$ cat src/rtl/riscv_pkg.sv
// Shared RV32I constants: base word/index widths, architectural register
// indices and the default initial stack pointer.
package riscv_pkg;

    localparam int XLEN       = 32;
    localparam int REG_ADDR_W = 5;

    localparam int REG_ZERO = 0;
    localparam int REG_RA   = 1;
    localparam int REG_SP   = 2;

    localparam logic [XLEN-1:0] SP_INIT_DEFAULT = 32'h0000_1000;

endpackage

$ cat src/rtl/register_file_if.sv
// Register-file access bundle: one write port and two read ports.
// The master side is the issuing stage; the slave side is the register file.
interface register_file_if #(
    parameter int DATA_WIDTH = 32,
    parameter int ADDR_WIDTH = 5
);

    logic                  RF_WE_i;
    logic [ADDR_WIDTH-1:0] RF_RD_ADDR_i;
    logic [DATA_WIDTH-1:0] RF_RD_DATA_i;
    logic [ADDR_WIDTH-1:0] RF_RS1_ADDR_i;
    logic [ADDR_WIDTH-1:0] RF_RS2_ADDR_i;
    logic [DATA_WIDTH-1:0] RF_RS1_DATA_o;
    logic [DATA_WIDTH-1:0] RF_RS2_DATA_o;

    modport master (
        output RF_WE_i, RF_RD_ADDR_i, RF_RD_DATA_i, RF_RS1_ADDR_i, RF_RS2_ADDR_i,
        input  RF_RS1_DATA_o, RF_RS2_DATA_o
    );

    modport slave (
        input  RF_WE_i, RF_RD_ADDR_i, RF_RD_DATA_i, RF_RS1_ADDR_i, RF_RS2_ADDR_i,
        output RF_RS1_DATA_o, RF_RS2_DATA_o
    );

endinterface

$ cat src/rtl/rf_read_port.sv
// One combinational read port: x0 forces zero, a same-cycle write to the
// addressed register is forwarded, otherwise the stored word is returned.
module rf_read_port
    import riscv_pkg::*;
#(
    parameter int DATA_WIDTH = XLEN,
    parameter int ADDR_WIDTH = REG_ADDR_W
) (
    input  logic [ADDR_WIDTH-1:0] rs_addr,
    input  logic                  bypass_en,
    input  logic [ADDR_WIDTH-1:0] rd_addr,
    input  logic [DATA_WIDTH-1:0] rd_data,
    input  logic [DATA_WIDTH-1:0] regs [0:(2**ADDR_WIDTH)-1],
    output logic [DATA_WIDTH-1:0] rs_data
);

    localparam logic [ADDR_WIDTH-1:0] ZERO_ADDR = ADDR_WIDTH'(REG_ZERO);

    // Zero check outranks the bypass so a write aimed at x0 can never leak out.
    assign rs_data = (rs_addr == ZERO_ADDR)                 ? '0      :
                     (bypass_en && (rs_addr == rd_addr))    ? rd_data :
                                                              regs[rs_addr];

endmodule

$ cat src/rtl/register_file.sv
// RV32I architectural register file: 32 x 32-bit, two combinational read
// ports with write-through bypass, one synchronous write port, x2 reset to SP_INIT.
module register_file
    import riscv_pkg::*;
#(
    parameter int                    DATA_WIDTH = XLEN,
    parameter int                    ADDR_WIDTH = REG_ADDR_W,
    parameter logic [DATA_WIDTH-1:0] SP_INIT    = SP_INIT_DEFAULT
) (
    input  logic           clk,
    input  logic           rst,
    register_file_if.slave rf
);

    localparam int DEPTH = 2**ADDR_WIDTH;

    logic [DATA_WIDTH-1:0] regs [0:DEPTH-1];
    logic                  bypass_en;

    // Forwarding is suppressed while reset is held, since that write is dropped.
    assign bypass_en = rf.RF_WE_i & ~rst;

    always_ff @(posedge clk) begin
        if (rst) begin
            for (int i = 0; i < DEPTH; i++) begin
                regs[i] <= (i == REG_SP) ? SP_INIT : '0;
            end
        end else if (rf.RF_WE_i && (rf.RF_RD_ADDR_i != '0)) begin
            regs[rf.RF_RD_ADDR_i] <= rf.RF_RD_DATA_i;
        end
    end

    rf_read_port #(
        .DATA_WIDTH (DATA_WIDTH),
        .ADDR_WIDTH (ADDR_WIDTH)
    ) u_rs1_port (
        .rs_addr   (rf.RF_RS1_ADDR_i),
        .bypass_en (bypass_en),
        .rd_addr   (rf.RF_RD_ADDR_i),
        .rd_data   (rf.RF_RD_DATA_i),
        .regs      (regs),
        .rs_data   (rf.RF_RS1_DATA_o)
    );

    rf_read_port #(
        .DATA_WIDTH (DATA_WIDTH),
        .ADDR_WIDTH (ADDR_WIDTH)
    ) u_rs2_port (
        .rs_addr   (rf.RF_RS2_ADDR_i),
        .bypass_en (bypass_en),
        .rd_addr   (rf.RF_RD_ADDR_i),
        .rd_data   (rf.RF_RD_DATA_i),
        .regs      (regs),
        .rs_data   (rf.RF_RS2_DATA_o)
    );

endmodule

$ cat src/flat_wrapper.sv
// flat-port wrapper written by rule: the top's interface ports become plain ports
module register_file_flat import riscv_pkg::*;
#(
    parameter int                    DATA_WIDTH = XLEN,
    parameter int                    ADDR_WIDTH = REG_ADDR_W,
    parameter logic [DATA_WIDTH-1:0] SP_INIT    = SP_INIT_DEFAULT
)
  (clk, rst, rf_RF_WE_i, rf_RF_RD_ADDR_i, rf_RF_RD_DATA_i, rf_RF_RS1_ADDR_i, rf_RF_RS2_ADDR_i, rf_RF_RS1_DATA_o, rf_RF_RS2_DATA_o);
  register_file_if #(.DATA_WIDTH(DATA_WIDTH), .ADDR_WIDTH(ADDR_WIDTH)) rf_i ();
  input  logic clk;
  input  logic rst;
  input wire logic [$bits(rf_i.RF_WE_i)-1:0] rf_RF_WE_i;
  input wire logic [$bits(rf_i.RF_RD_ADDR_i)-1:0] rf_RF_RD_ADDR_i;
  input wire logic [$bits(rf_i.RF_RD_DATA_i)-1:0] rf_RF_RD_DATA_i;
  input wire logic [$bits(rf_i.RF_RS1_ADDR_i)-1:0] rf_RF_RS1_ADDR_i;
  input wire logic [$bits(rf_i.RF_RS2_ADDR_i)-1:0] rf_RF_RS2_ADDR_i;
  output wire logic [$bits(rf_i.RF_RS1_DATA_o)-1:0] rf_RF_RS1_DATA_o;
  output wire logic [$bits(rf_i.RF_RS2_DATA_o)-1:0] rf_RF_RS2_DATA_o;
  assign rf_i.RF_WE_i = rf_RF_WE_i;
  assign rf_i.RF_RD_ADDR_i = rf_RF_RD_ADDR_i;
  assign rf_i.RF_RD_DATA_i = rf_RF_RD_DATA_i;
  assign rf_i.RF_RS1_ADDR_i = rf_RF_RS1_ADDR_i;
  assign rf_i.RF_RS2_ADDR_i = rf_RF_RS2_ADDR_i;
  assign rf_RF_RS1_DATA_o = rf_i.RF_RS1_DATA_o;
  assign rf_RF_RS2_DATA_o = rf_i.RF_RS2_DATA_o;
  register_file #(.DATA_WIDTH(DATA_WIDTH), .ADDR_WIDTH(ADDR_WIDTH), .SP_INIT(SP_INIT)) u_core (.clk(clk), .rst(rst), .rf(rf_i));
endmodule
$ cat config.mk
export PLATFORM = sky130hd
export DESIGN_NAME = register_file_flat
export DESIGN_NICKNAME = d
export VERILOG_FILES = /design/src/rtl/riscv_pkg.sv /design/src/rtl/register_file_if.sv /design/src/rtl/rf_read_port.sv /design/src/rtl/register_file.sv /design/src/flat_wrapper.sv
export SDC_FILE = /design/constraint.sdc
export NUM_CORES = 2
export LEC_CHECK = 0
export CORE_MARGIN = 2
export CORE_UTILIZATION = 65
export CTS_BUF_LIST = sky130_fd_sc_hd__clkbuf_8
export DETAILED_ROUTE_END_ITERATION = 12
export GPL_ROUTABILITY_DRIVEN = 0
export PLACE_DENSITY = 0.87
export SKIP_CTS_REPAIR_TIMING = 1
export SYNTH_ARGS = -nofsm -noshare
export SYNTH_HDL_FRONTEND = slang
export SYNTH_SLANG_ARGS = --single-unit
export TNS_END_PERCENT = 20
$ cat constraint.sdc
create_clock -name clk -period 2.5 [get_ports clk]
set_input_delay 0.25 -clock clk [delete_from_list [all_inputs] [get_ports clk]]
set_output_delay 0.25 -clock clk [all_outputs]
set_load 0.02 [all_outputs]
==> run metrics, run 1 <==
I/O Pins 114; xor and xnor area share after synthesis less than 1%; Die Wd around 290 um; clk buf depth 3; top-count cell post-synth nand2_1; Buffers on Ports between 100 and 150; Exit stage global routing; post-synthesis register bit count ~1,000; fraction of registers with async set/reset 0%; cell taking the most area after synthesis dfxtp_1; TritonCTS buffer count approximately 160; Worst EP kind output port; Most used DFF post-synth dfxtp_1; Syn Inst Count roughly 6,300; mapped cell area roughly 0.053 mm^2; Synth Net Count ~6,300; sequential-to-total area share from yosys stat 38.5%; HPWL Detailed around 150 mm; CTS sink cnt 1,024; Post-synth EDFFs 0; status did not finish; die height ~290 um; Yosys cell types between 60 and 70; Yosys top cell area share about two fifths; CTS root buf clkbuf_8; Total GRT Usage 81.2%; largest family of logic cells by synthesized area multiplexers; Worst Endpoint after GRT Repair rf_RF_RS1_DATA_o[0]; H-tree depth 4; Ys Warns 0; starting density of the core between 60% and 70%; synth top area cells dfxtp_1 38%, mux4_2 15%, nand2_1 15%; post-synthesis mux area share between 20% and 30%; post-synthesis simple-gate area fraction between 10% and 20%; Compound-Gate Fraction of Synth Area ~15%; GRT overflow 8; Core Rows ~100; Post-synth top cells 2,069 x nand2_1, 1,056 x a21oi_1, 1,024 x dfxtp_1; largest net degree at the start of global routing between 200 and 250; Mean Syn Cell Area around 8.5 um^2; Error [ERROR GRT-0232] Routing congestion too high. Check the congestion heatmap in the GUI.; Synth Area in Adders 0%
through the flow:
step | setup TNS, ps | instances | utilization [%] | setup WS (ps) | area [um^2]
floorplan | 0 | 6262 | - | 240 | 53300
global placement | -48620 | 7498 | 74.2 | -1190 | 60000
detailed placement | -50750 | 7498 | 74.2 | -1110 | 60000
CTS | -63720 | 7778 | 78.4 | -1700 | 63300
per-layer routing:
layer,global-route usage (%),GRT overflow
met5,67.1,0
met1,78.6,1
met2,90.9,5
met4,76.0,1
met3,77.5,1
logic make-up after synthesis:
| family | count (synthesis) |
|---|---|
| simple gates | 2441 |
| compound gates | 1441 |
| flops | 1024 |
| mux | 682 |
| buf+inv | 664 |
| xor+xnor | 10 |
==> inputs of run 2 (changes only) <==
CORE_UTILIZATION = 40   (was 65)
CTS_BUF_LIST = unset   (was sky130_fd_sc_hd__clkbuf_8)
PLACE_DENSITY = unset   (was 0.87)
PLACE_DENSITY_LB_ADDON = 0.15   (was unset)
==> run 2 against run 1 <==
- the flow now finishes, with violations (setup timing)
- synthesized cell count unchanged
- area after synthesis unchanged
==> run metrics, run 2 <==
status complete, but fails checks; failing checks setup timing; crit share post-route 132%; max_cap viols 0; Mean Syn Cell Area 8.51 um^2 (unchanged); largest net degree at the start of global routing 189; Cell Pwr Density 595 mW/mm^2; post-synthesis mux area share 21.3% (unchanged); Ys Warns 0 (unchanged); Most used DFF post-synth dfxtp_1; fraction of registers with async set/reset 0% (unchanged); Final Hold Violating Endpoints 0; critical path class in -> out; clk_skew 0 ps; Post-synth EDFFs 0 (unchanged); most common cell after layout, fill and taps aside nand2_1; synth top area cells dfxtp_1 38%, mux4_2 15%, nand2_1 15%; CTS root buf clkbuf_16; crit path cell chain buf_8, buf_12, nor2b_4, buf_12, buf_12, a221oi_1, nor3_2, nor3_1, buf_4, a211o_1, buf_12, buf_4; Crit. End Element output port; worst setup margin -791 ps; Die ar. between 0.1 and 0.15 mm^2; clock-pin slew on the worst setup and hold paths around 70 ps; setup-violating endpoint count in the final report 64; Synth Area in Adders 0% (unchanged); Synth Net Count 6,312 (unchanged); CTS sink cnt 1,024 (unchanged); Post-synth top cells 2,069 x nand2_1, 1,056 x a21oi_1, 1,024 x dfxtp_1; CP Max Fanout 13; relative max-transition margin between 20% and 30%; CP startpoint kind input pin; WL/cell between 20 and 30 um; vias in the first global route roughly 49,000; TritonCTS buffer count 116 (-28%); Yosys cell types 65 (unchanged); H-tree depth 3 (-1); Core Rows 133 (+28%); initial antenna violation count 15; starting density of the core 40.4% (-26 points); Syn Inst Count 6,262 (unchanged); core footprint approximately 0.13 mm^2; Nets between 6,000 and 7,000; Max Clk Rate 0.304 GHz; top-count cell post-synth nand2_1; Leak ~23 nW; sequential-to-total area share from yosys stat 38.5% (unchanged); VDD IR-drop max between 0.5 and 0.6 mV; DRC 0; HPWL Detailed 168 mm (+14%); power after layout 39.4 mW; Place WS -1220 ps (-107 ps); mapped cell area 0.0533 mm^2 (unchanged); worst-skew pair later-pin latency about 770 ps; largest registers u_core.regs (1024); Buffers on Ports 113 (unchanged); CTS tree done; Via density 6.16; CP delay by family, top buffers and inverters; cell taking the most area after synthesis dfxtp_1; worst path bufs/invs 7; post-synthesis register bit count 1,024 (unchanged); die height 369 um (+27%); Total GRT Usage between 30% and 40%; Tmin final 3290 ps; GRT overflow 0; Worst EP arrival 3040 ps; largest family of logic cells by synthesized area multiplexers; Compound-Gate Fraction of Synth Area 15.4% (unchanged); Die Wd 369 um (+27%); clk buf depth 3 (unchanged); Reg with most FFs u_core.regs; antenna-violating nets left 0; xor and xnor area share after synthesis 0.164% (unchanged); filler cell count in the final layout 12,399; initial detailed-routing violation count 6,896; slowest CP cell nor3_2; Detailed Route WL 253 mm; final slew viol count 0; crit-path most repeated cell buf_12; 1st-pass router iterations 6; post-synthesis simple-gate area fraction 18.5% (unchanged); Slew @ Worst Pin about 1200 ps; I/O Pins 114 (unchanged); via count approximately 52,000; Layout area overhead 24.5%; number of flip-flops in the largest register between 1,000 and 1,500; first-pass GRT wire length around 360 mm; Hold Crit Class in -> reg; Largest stage delay, worst path about 520 ps; layout cells sized above 1 between 20% and 30%; WP data required 2250 ps; Yosys top cell area share 38.5% (unchanged); RSZ-0062 raised after global routing true; most frequent cells in the layout 2,036 x nand2_1, 1,032 x a21oi_1, 979 x dfxtp_1
run 2: cell counts after synthesis:
No cell type changed its count.
run 2: stage by stage:
| step | TNS, ps | instances | hold slack (ps) | util, % | instance area [um^2] |
|---|---|---|---|---|---|
| after global routing | -22870 | 8437 | 224 | 50.3 | 66300 |
| after detailed placement | -120540 | 8232 | 457 | 46.6 | 61400 |
| after CTS | -47040 | 8440 | 184 | 49.5 | 65300 |
| final | -20170 | 8440 | 220 | 50.3 | 66300 |
| after floorplan | 0 | 6262 | 442 | - | 53300 |
| after global placement | -127360 | 8232 | 449 | 46.6 | 61400 |
run 2: cell families (layout without fill, tap and decap cells):
kind of cell | count (synthesis) | in the layout
XOR/XNOR | 10 | 10
other | 0 | 5
flip-flops | 1024 | 1024
AND/OR/NAND/NOR | 2441 | 2441
buffers and inverters | 664 | 1082
AO/OA/AOI/OAI | 1441 | 1441
multiplexers | 682 | 682
run 2: where the power goes:
group	switching, mW	total [mW]	internal [mW]	leakage [nW]
logic	3.12	4.95	1.83	13.1
clock network	7.46	18.0	10.5	1.94
registers	0.0859	16.5	16.4	8.28
total	10.7	39.4	28.8	23.3
run 2: metal layers:
layer | vias to the layer above | GRT usage (%) | share of wire [%] | routed length [um]
li1 | 22509 | - | - | -
met1 | 25328 | 46.6 | 38 | 96500
met5 | - | 0 | 0.012 | 30
met2 | 3344 | 53.8 | 44 | 110000
met4 | 4 | 21.5 | 6.4 | 16200
met3 | 799 | 9.30 | 12 | 30100
run 2: final cells by class:
type	count	area [um^2]	share of cell area, %
clock inverter	33	442	0.666
inverter	4	15.0	0.0226
sequential	1024	20600	31.0
timing repair buffer	870	8840	13.3
tap	1755	2200	3.31
antenna	5	12.5	0.0189
clock buffer	175	3500	5.27
multi-input combinational	4574	30800	46.4
run 2: path summary, 6_finish.rpt:
| kind | start | slack [ps] | end | depth (start not counted) |
|---|---|---|---|---|
| setup reg to reg | u_core.regs[446]$_SDFFE_PP0P_ | 1750 | u_core.regs[446]$_SDFFE_PP0P_ | 3 |
| hold reg to reg | u_core.regs[852]$_SDFFE_PP0P_ | 460 | u_core.regs[852]$_SDFFE_PP0P_ | 2 |
| hold / removal | rst | 220 | u_core.regs[931]$_SDFFE_PP0P_ | 4 |
| setup / recovery | rf_RF_RS2_ADDR_i[1] | -790 | rf_RF_RS2_DATA_o[16] | 12 |
run 2: worst min-delay path, stage by stage:
cell and delay [ps]:
buf_8 130, buf_4 180, buf_4 240, a21oi_1 140
Note: power is estimated with default switching activity, not from simulation.
